### src/rtl/serial_chunk_adder.sv
// serial_chunk_adder: multi-cycle chunked adder/subtractor with valid/ready handshakes
module serial_chunk_adder #(
  parameter int WIDTH = 16,
  parameter int CHUNK = 4
) (
  input  logic             clk,
  input  logic             rst,
  input  logic             in_valid,
  output logic             in_ready,
  input  logic [WIDTH-1:0] a,
  input  logic [WIDTH-1:0] b,
  input  logic             c_in,
  input  logic             sub,
  output logic             out_valid,
  input  logic             out_ready,
  output logic [WIDTH-1:0] sum,
  output logic             c_out,
  output logic             overflow
);
  localparam int NCHUNK = WIDTH / CHUNK;
  localparam int IW = NCHUNK > 1 ? $clog2(NCHUNK) : 1;
  localparam logic [IW-1:0] LAST = IW'(NCHUNK - 1);
  localparam logic [1:0] IDLE = 2'd0, ADD = 2'd1, DONE = 2'd2;
  logic [1:0] state_q, state_d;
  logic [WIDTH-1:0] a_q, a_d, b_q, b_d, sum_q, sum_d;
  logic carry_q, carry_d, c_out_q, c_out_d, ovf_q, ovf_d;
  logic [IW-1:0] idx_q, idx_d;
  logic [CHUNK-1:0] a_k, b_k, s_k;
  logic cy_k;
  always_comb begin
    a_k = a_q[idx_q*CHUNK +: CHUNK];
    b_k = b_q[idx_q*CHUNK +: CHUNK];
    {cy_k, s_k} = {1'b0, a_k} + {1'b0, b_k} + (CHUNK+1)'(carry_q);
    state_d = state_q;
    a_d = a_q;
    b_d = b_q;
    sum_d = sum_q;
    carry_d = carry_q;
    c_out_d = c_out_q;
    ovf_d = ovf_q;
    idx_d = idx_q;
    if (state_q == IDLE && in_valid) begin
      a_d = a;
      b_d = sub ? ~b : b;
      carry_d = sub | c_in;
      sum_d = '0;
      idx_d = '0;
      state_d = ADD;
    end else if (state_q == ADD) begin
      sum_d[idx_q*CHUNK +: CHUNK] = s_k;
      carry_d = cy_k;
      idx_d = idx_q == LAST ? '0 : idx_q + 1'b1;
      if (idx_q == LAST) begin
        c_out_d = cy_k;
        ovf_d = s_k[CHUNK-1] ^ a_k[CHUNK-1] ^ b_k[CHUNK-1] ^ cy_k;
        state_d = DONE;
      end
    end else if (state_q == DONE && out_ready) begin
      state_d = IDLE;
    end
  end
  always_ff @(posedge clk) begin
    if (rst) begin
      state_q <= IDLE;
      a_q <= '0;
      b_q <= '0;
      sum_q <= '0;
      carry_q <= 1'b0;
      c_out_q <= 1'b0;
      ovf_q <= 1'b0;
      idx_q <= '0;
    end else begin
      state_q <= state_d;
      a_q <= a_d;
      b_q <= b_d;
      sum_q <= sum_d;
      carry_q <= carry_d;
      c_out_q <= c_out_d;
      ovf_q <= ovf_d;
      idx_q <= idx_d;
    end
  end
  assign in_ready = state_q == IDLE;
  assign out_valid = state_q == DONE;
  assign sum = sum_q;
  assign c_out = c_out_q;
  assign overflow = ovf_q;
endmodule

### config.mk
export PLATFORM = sky130hd
export DESIGN_NAME = serial_chunk_adder
export DESIGN_NICKNAME = d
export VERILOG_FILES = /design/src/rtl/serial_chunk_adder.sv
export SDC_FILE = /design/constraint.sdc
export NUM_CORES = 1
export LEC_CHECK = 0
export CAP_MARGIN = 15
export CORE_UTILIZATION = 59
export CTS_BUF_LIST = sky130_fd_sc_hd__clkbuf_4 sky130_fd_sc_hd__clkbuf_8
export DETAILED_ROUTE_END_ITERATION = 12
export DONT_BUFFER_PORTS = 1
export PLACE_DENSITY = 0.88
export SLEW_MARGIN = 10
export SYNTH_ARGS = -nofsm -noshare
export SYNTH_HDL_FRONTEND = slang
export SYNTH_SLANG_ARGS = --single-unit
export TNS_END_PERCENT = 100
### constraint.sdc
create_clock -name clk -period 3.1 [get_ports clk]
set_clock_uncertainty 0.15 [all_clocks]
set_input_delay 0.93 -clock clk [delete_from_list [all_inputs] [get_ports clk]]
set_output_delay 0.93 -clock clk [all_outputs]
set_load 0.03 [all_outputs]
==> metrics.txt, run 1 <==
# TYPE chip_impl_metric gauge
chip_impl_metric{name="htreeDepth",unit=""} 2
chip_impl_metric{name="pwr-share-comb",unit=""} 0.162
chip_impl_metric{name="fmax",unit="GHz"} 0.340
chip_impl_metric{name="groute.usage.overall",unit=""} 0.238
chip_impl_metric{name="first_global_vias",unit=""} 1719
chip_impl_metric{name="core-area",unit="mm2"} 0.00403
chip_impl_metric{name="pin_count",unit=""} 58
chip_impl_metric{name="areaGrowthSynthToFinish",unit="%"} 5.41
chip_impl_metric{name="synth.yosys.warnings",unit=""} 0
chip_impl_info{name="mostFrequentLayoutCell",value="sky130_fd_sc_hd__dfxtp_1"} 1
chip_impl_metric{name="clkSlewWorstSetupHoldPaths",unit="ns"} 0.09
chip_impl_metric{name="clock_power_frac",unit=""} 0.281
chip_impl_metric{name="layout_worst_path_cycle_share",unit=""} 0.950
chip_impl_metric{name="initial_core_util",unit=""} 0.620
chip_impl_metric{name="maximum_number_of_pins_on_one_net_before_global_route_repair",unit=""} 50
chip_impl_metric{name="antenna_violations_before_repair",unit=""} 0
chip_impl_metric{name="buffer_ports.inserted",unit=""} 0
chip_impl_info{name="cts_tree",value="yes"} 1
chip_impl_metric{name="total_switching_power",unit="W"} 0.000374
chip_impl_metric{name="finalWorstPathRequiredPeriod",unit="ns"} 2.94
chip_impl_metric{name="mappedNetlistNets",unit=""} 317
chip_impl_metric{name="die_area",unit="mm2"} 0.00450
chip_impl_metric{name="synth_seq_area_share",unit=""} 0.440
chip_impl_metric{name="cp_data_required_time",unit="ns"} 3.18
chip_impl_metric{name="post-cts-setup-buffer-count",unit=""} 0
chip_impl_metric{name="number_of_buffers_on_the_longest_clock_path",unit=""} 2
chip_impl_metric{name="power.density",unit="mW/mm2"} 526
chip_impl_metric{name="hold_viol",unit=""} 0
chip_impl_info{name="final_cell_mix",value="sky130_fd_sc_hd__dfxtp_1 (54), sky130_fd_sc_hd__nand2_1 (40), sky130_fd_sc_hd__nor2_1 (39)"} 1
chip_impl_metric{name="drive_gt1_frac",unit=""} 0.102
chip_impl_metric{name="switching_part_of_the_total_power",unit=""} 0.269
chip_impl_metric{name="setup_violations",unit=""} 0
chip_impl_metric{name="detailroute.via_count",unit=""} 1895
chip_impl_info{name="standard_cell_with_the_maximum_stage_delay_on_the_critical_path",value="sky130_fd_sc_hd__mux4_2"} 1
chip_impl_metric{name="cell_internal_pwr",unit="W"} 0.00101
chip_impl_metric{name="fp.dieH",unit="um"} 67.1
chip_impl_metric{name="cp_max_fo",unit=""} 4
chip_impl_metric{name="detail_route.iter0.violations",unit=""} 97
chip_impl_metric{name="fin_nets",unit=""} 313
chip_impl_info{name="critPathLaunchType",value="flip-flop"} 1
chip_impl_metric{name="dpl.hpwl",unit="um"} 3560
chip_impl_metric{name="routedWlPerCell",unit="um"} 16.0
chip_impl_metric{name="place_congestion",unit=""} 0.843
chip_impl_metric{name="num_antenna_cells",unit=""} 0
chip_impl_metric{name="drt_wl_total",unit="um"} 5040
chip_impl_metric{name="slew_viol_final",unit=""} 0
chip_impl_info{name="critPathKind",value="reg -> reg"} 1
chip_impl_metric{name="pre_cts_slack",unit="ns"} 0.134
chip_impl_metric{name="synth_area",unit="mm2"} 0.00250
chip_impl_metric{name="fin_worst_hold_slack",unit="ns"} 0.307
chip_impl_metric{name="critical_path_arrival",unit="ns"} 3.03
chip_impl_info{name="critical_path.endpoint_type",value="flip-flop"} 1
chip_impl_metric{name="count_of_different_cell_masters_after_synthesis",unit=""} 29
chip_impl_metric{name="post_synth_inst_count",unit=""} 268
chip_impl_metric{name="grt_pass1_wl",unit="um"} 7940
chip_impl_metric{name="clk_lat_worst_skew",unit="ns"} 0.30
chip_impl_metric{name="drv_cap",unit=""} 0
chip_impl_metric{name="postSynthRegisterBits",unit=""} 55
chip_impl_metric{name="detail-route-antenna-nets",unit=""} 0
chip_impl_metric{name="dieWidth",unit="um"} 67.1
chip_impl_metric{name="cts.sinks",unit=""} 55
chip_impl_info{name="grt_setup_unrepaired",value="no"} 1
chip_impl_metric{name="ir_drop",unit="uV"} 294
chip_impl_metric{name="power.static_leakage",unit="nW"} 0.949
chip_impl_metric{name="seqPwrFrac",unit=""} 0.557
chip_impl_metric{name="postLayoutSetupSlackWorst",unit="ns"} 0.156
chip_impl_info{name="result_of_the_run",value="complete, no violations"} 1
chip_impl_metric{name="cts_inserted_buffers",unit=""} 5
chip_impl_metric{name="floorplan.rows",unit=""} 23
chip_impl_metric{name="gr-total-overflow",unit=""} 0
chip_impl_metric{name="fin_setup_tns",unit="ns"} 0
chip_impl_metric{name="worst_slew_margin_rel",unit=""} 0.548
chip_impl_metric{name="vias_per_cell",unit=""} 6.02
chip_impl_metric{name="detail_route.first_pass.iterations",unit=""} 5
chip_impl_info{name="cts-root-buf",value="sky130_fd_sc_hd__clkbuf_8"} 1
chip_impl_info{name="worstPathCellList",value="mux4_2 -> fa_1 -> fa_2 -> a21o_1 -> a21oi_2 -> xnor3_1 -> xnor2_1 -> a211oi_2"} 1
chip_impl_info{name="min_path_type",value="reg -> reg"} 1
chip_impl_metric{name="post_synth.cell_area_avg",unit="um2"} 9.33
chip_impl_metric{name="max_stage_delay_on_crit_path",unit="ns"} 0.53
chip_impl_metric{name="route.detailed.drc",unit=""} 0
chip_impl_metric{name="worst_pin_slew",unit="ns"} 0.675
path summary, 6_finish.rpt:
| path | startpoint | to | slack (ns) | depth (start not counted) |
|---|---|---|---|---|
| setup / recovery | idx_q[0] | overflow | 0.16 | 8 |
| hold / removal | a_q[0] | a_q[0] | 0.31 | 2 |
| setup reg to reg | idx_q[0] | overflow | 0.16 | 8 |
| hold reg to reg | a_q[0] | a_q[0] | 0.31 | 2 |
power groups by stage:
| stage | registers [W] | logic [W] | clock network (W) |
|---|---|---|---|
| detailed placement | 0.000789 | 0.000219 | 0 |
| global route | 0.000778 | 0.000245 | 0.000418 |
| global placement | 0.000786 | 0.000213 | 0 |
| CTS | 0.000773 | 0.000223 | 0.000391 |
| floorplan | 0.000782 | 0.000185 | 0 |
| finish | 0.000773 | 0.000224 | 0.000390 |
through the flow:
stage                     power, W  cell area, um2   util  std cells
after floorplan           0.000966            2510      -        268
after global placement    0.000999            2540  0.631        307
after detailed placement   0.00101            2540  0.631        307
after CTS                  0.00139            2630  0.653        315
after global routing       0.00144            2640  0.654        315
final                      0.00139            2640  0.654        315
cell type report:
class                      instances  area [um2]
inverter                           3        11.3
clock inverter                     2        12.5
fill                             333        1390
clock buffer                       6        76.3
timing repair buffer               6        45.0
sequential                        55        1100
multi-input combinational        193        1330
tap                               50        62.6
worst max-delay path, delay by kind of cell (launching register included):
family / cells / cell delay [ns]
AOI/OAI and AO/OA: 3 / 0.59
xor gates and xnor gates: 2 / 0.38
adders and majority gates: 2 / 0.83
DFF: 1 / 0.39
muxes: 1 / 0.53
cells in the mapped netlist:
library cell,n,area (um2)
sky130_fd_sc_hd__and2_1,1,6.26
sky130_fd_sc_hd__a211oi_2,1,12.5
sky130_fd_sc_hd__ha_1,9,113
sky130_fd_sc_hd__a21oi_1,22,110
sky130_fd_sc_hd__and2b_1,1,7.51
sky130_fd_sc_hd__dfxtp_1,55,1100
sky130_fd_sc_hd__a31oi_1,1,6.26
sky130_fd_sc_hd__and4_1,2,17.5
sky130_fd_sc_hd__o21ai_1,2,10.0
sky130_fd_sc_hd__o21ai_0,2,10.0
sky130_fd_sc_hd__inv_1,3,11.3
sky130_fd_sc_hd__xor2_1,1,8.76
sky130_fd_sc_hd__xnor2_1,18,158
sky130_fd_sc_hd__xnor3_1,1,22.5
sky130_fd_sc_hd__nand2_1,40,150
sky130_fd_sc_hd__nor3_1,1,5.00
sky130_fd_sc_hd__a211oi_1,17,128
sky130_fd_sc_hd__clkbuf_1,12,45.0
sky130_fd_sc_hd__mux4_2,8,180
sky130_fd_sc_hd__a21o_1,2,15.0
sky130_fd_sc_hd__buf_1,1,3.75
sky130_fd_sc_hd__nor4_1,1,6.26
sky130_fd_sc_hd__nor4b_2,1,15.0
sky130_fd_sc_hd__nor2b_1,1,6.26
sky130_fd_sc_hd__nand2b_1,4,25.0
sky130_fd_sc_hd__fa_1,2,40.0
sky130_fd_sc_hd__nor2_1,39,146
sky130_fd_sc_hd__a22oi_1,16,120
sky130_fd_sc_hd__buf_2,4,20.0
state kept, by name (all words and copies together) (netlist names):
register	count
a_q	16
b_q	16
sum	16
idx_q	2
state_q	2
c_out	1
carry_q	1
overflow	1
cell families after synthesis:
| logic type | synth area share |
|---|---|
| mux | 0.0721 |
| simple gates | 0.154 |
| compound gates | 0.165 |
| fa+ha+maj | 0.0611 |
| buf+inv | 0.0320 |
| flops | 0.440 |
| xor+xnor | 0.0756 |
routing by layer:
metal,wire length [um],share of wire,track usage,vias up
met5,0,0,0,-
met4,99,0.020,0.0851,0
met3,273,0.054,0.0497,12
met2,2540,0.50,0.413,62
met1,2130,0.42,0.287,902
li1,-,-,-,919
what timing repair did:
item | CTS | global route
setup endpoints to repair | 0 | 1
hold buffers | 0 | 0
gates resized for setup | 0 | 1
(Power assumes the default switching activity.)
==> inputs of run 2 (changes only) <==
--- a/config.mk
+++ b/config.mk
@@ -11,7 +11,6 @@
 export DETAILED_ROUTE_END_ITERATION = 12
 export DONT_BUFFER_PORTS = 1
 export PLACE_DENSITY = 0.88
-export SLEW_MARGIN = 10
 export SYNTH_ARGS = -nofsm -noshare
 export SYNTH_HDL_FRONTEND = slang
 export SYNTH_SLANG_ARGS = --single-unit
==> results of run 2 <==
Same layout as run 1: the final DEF is identical, and so are final timing and power.
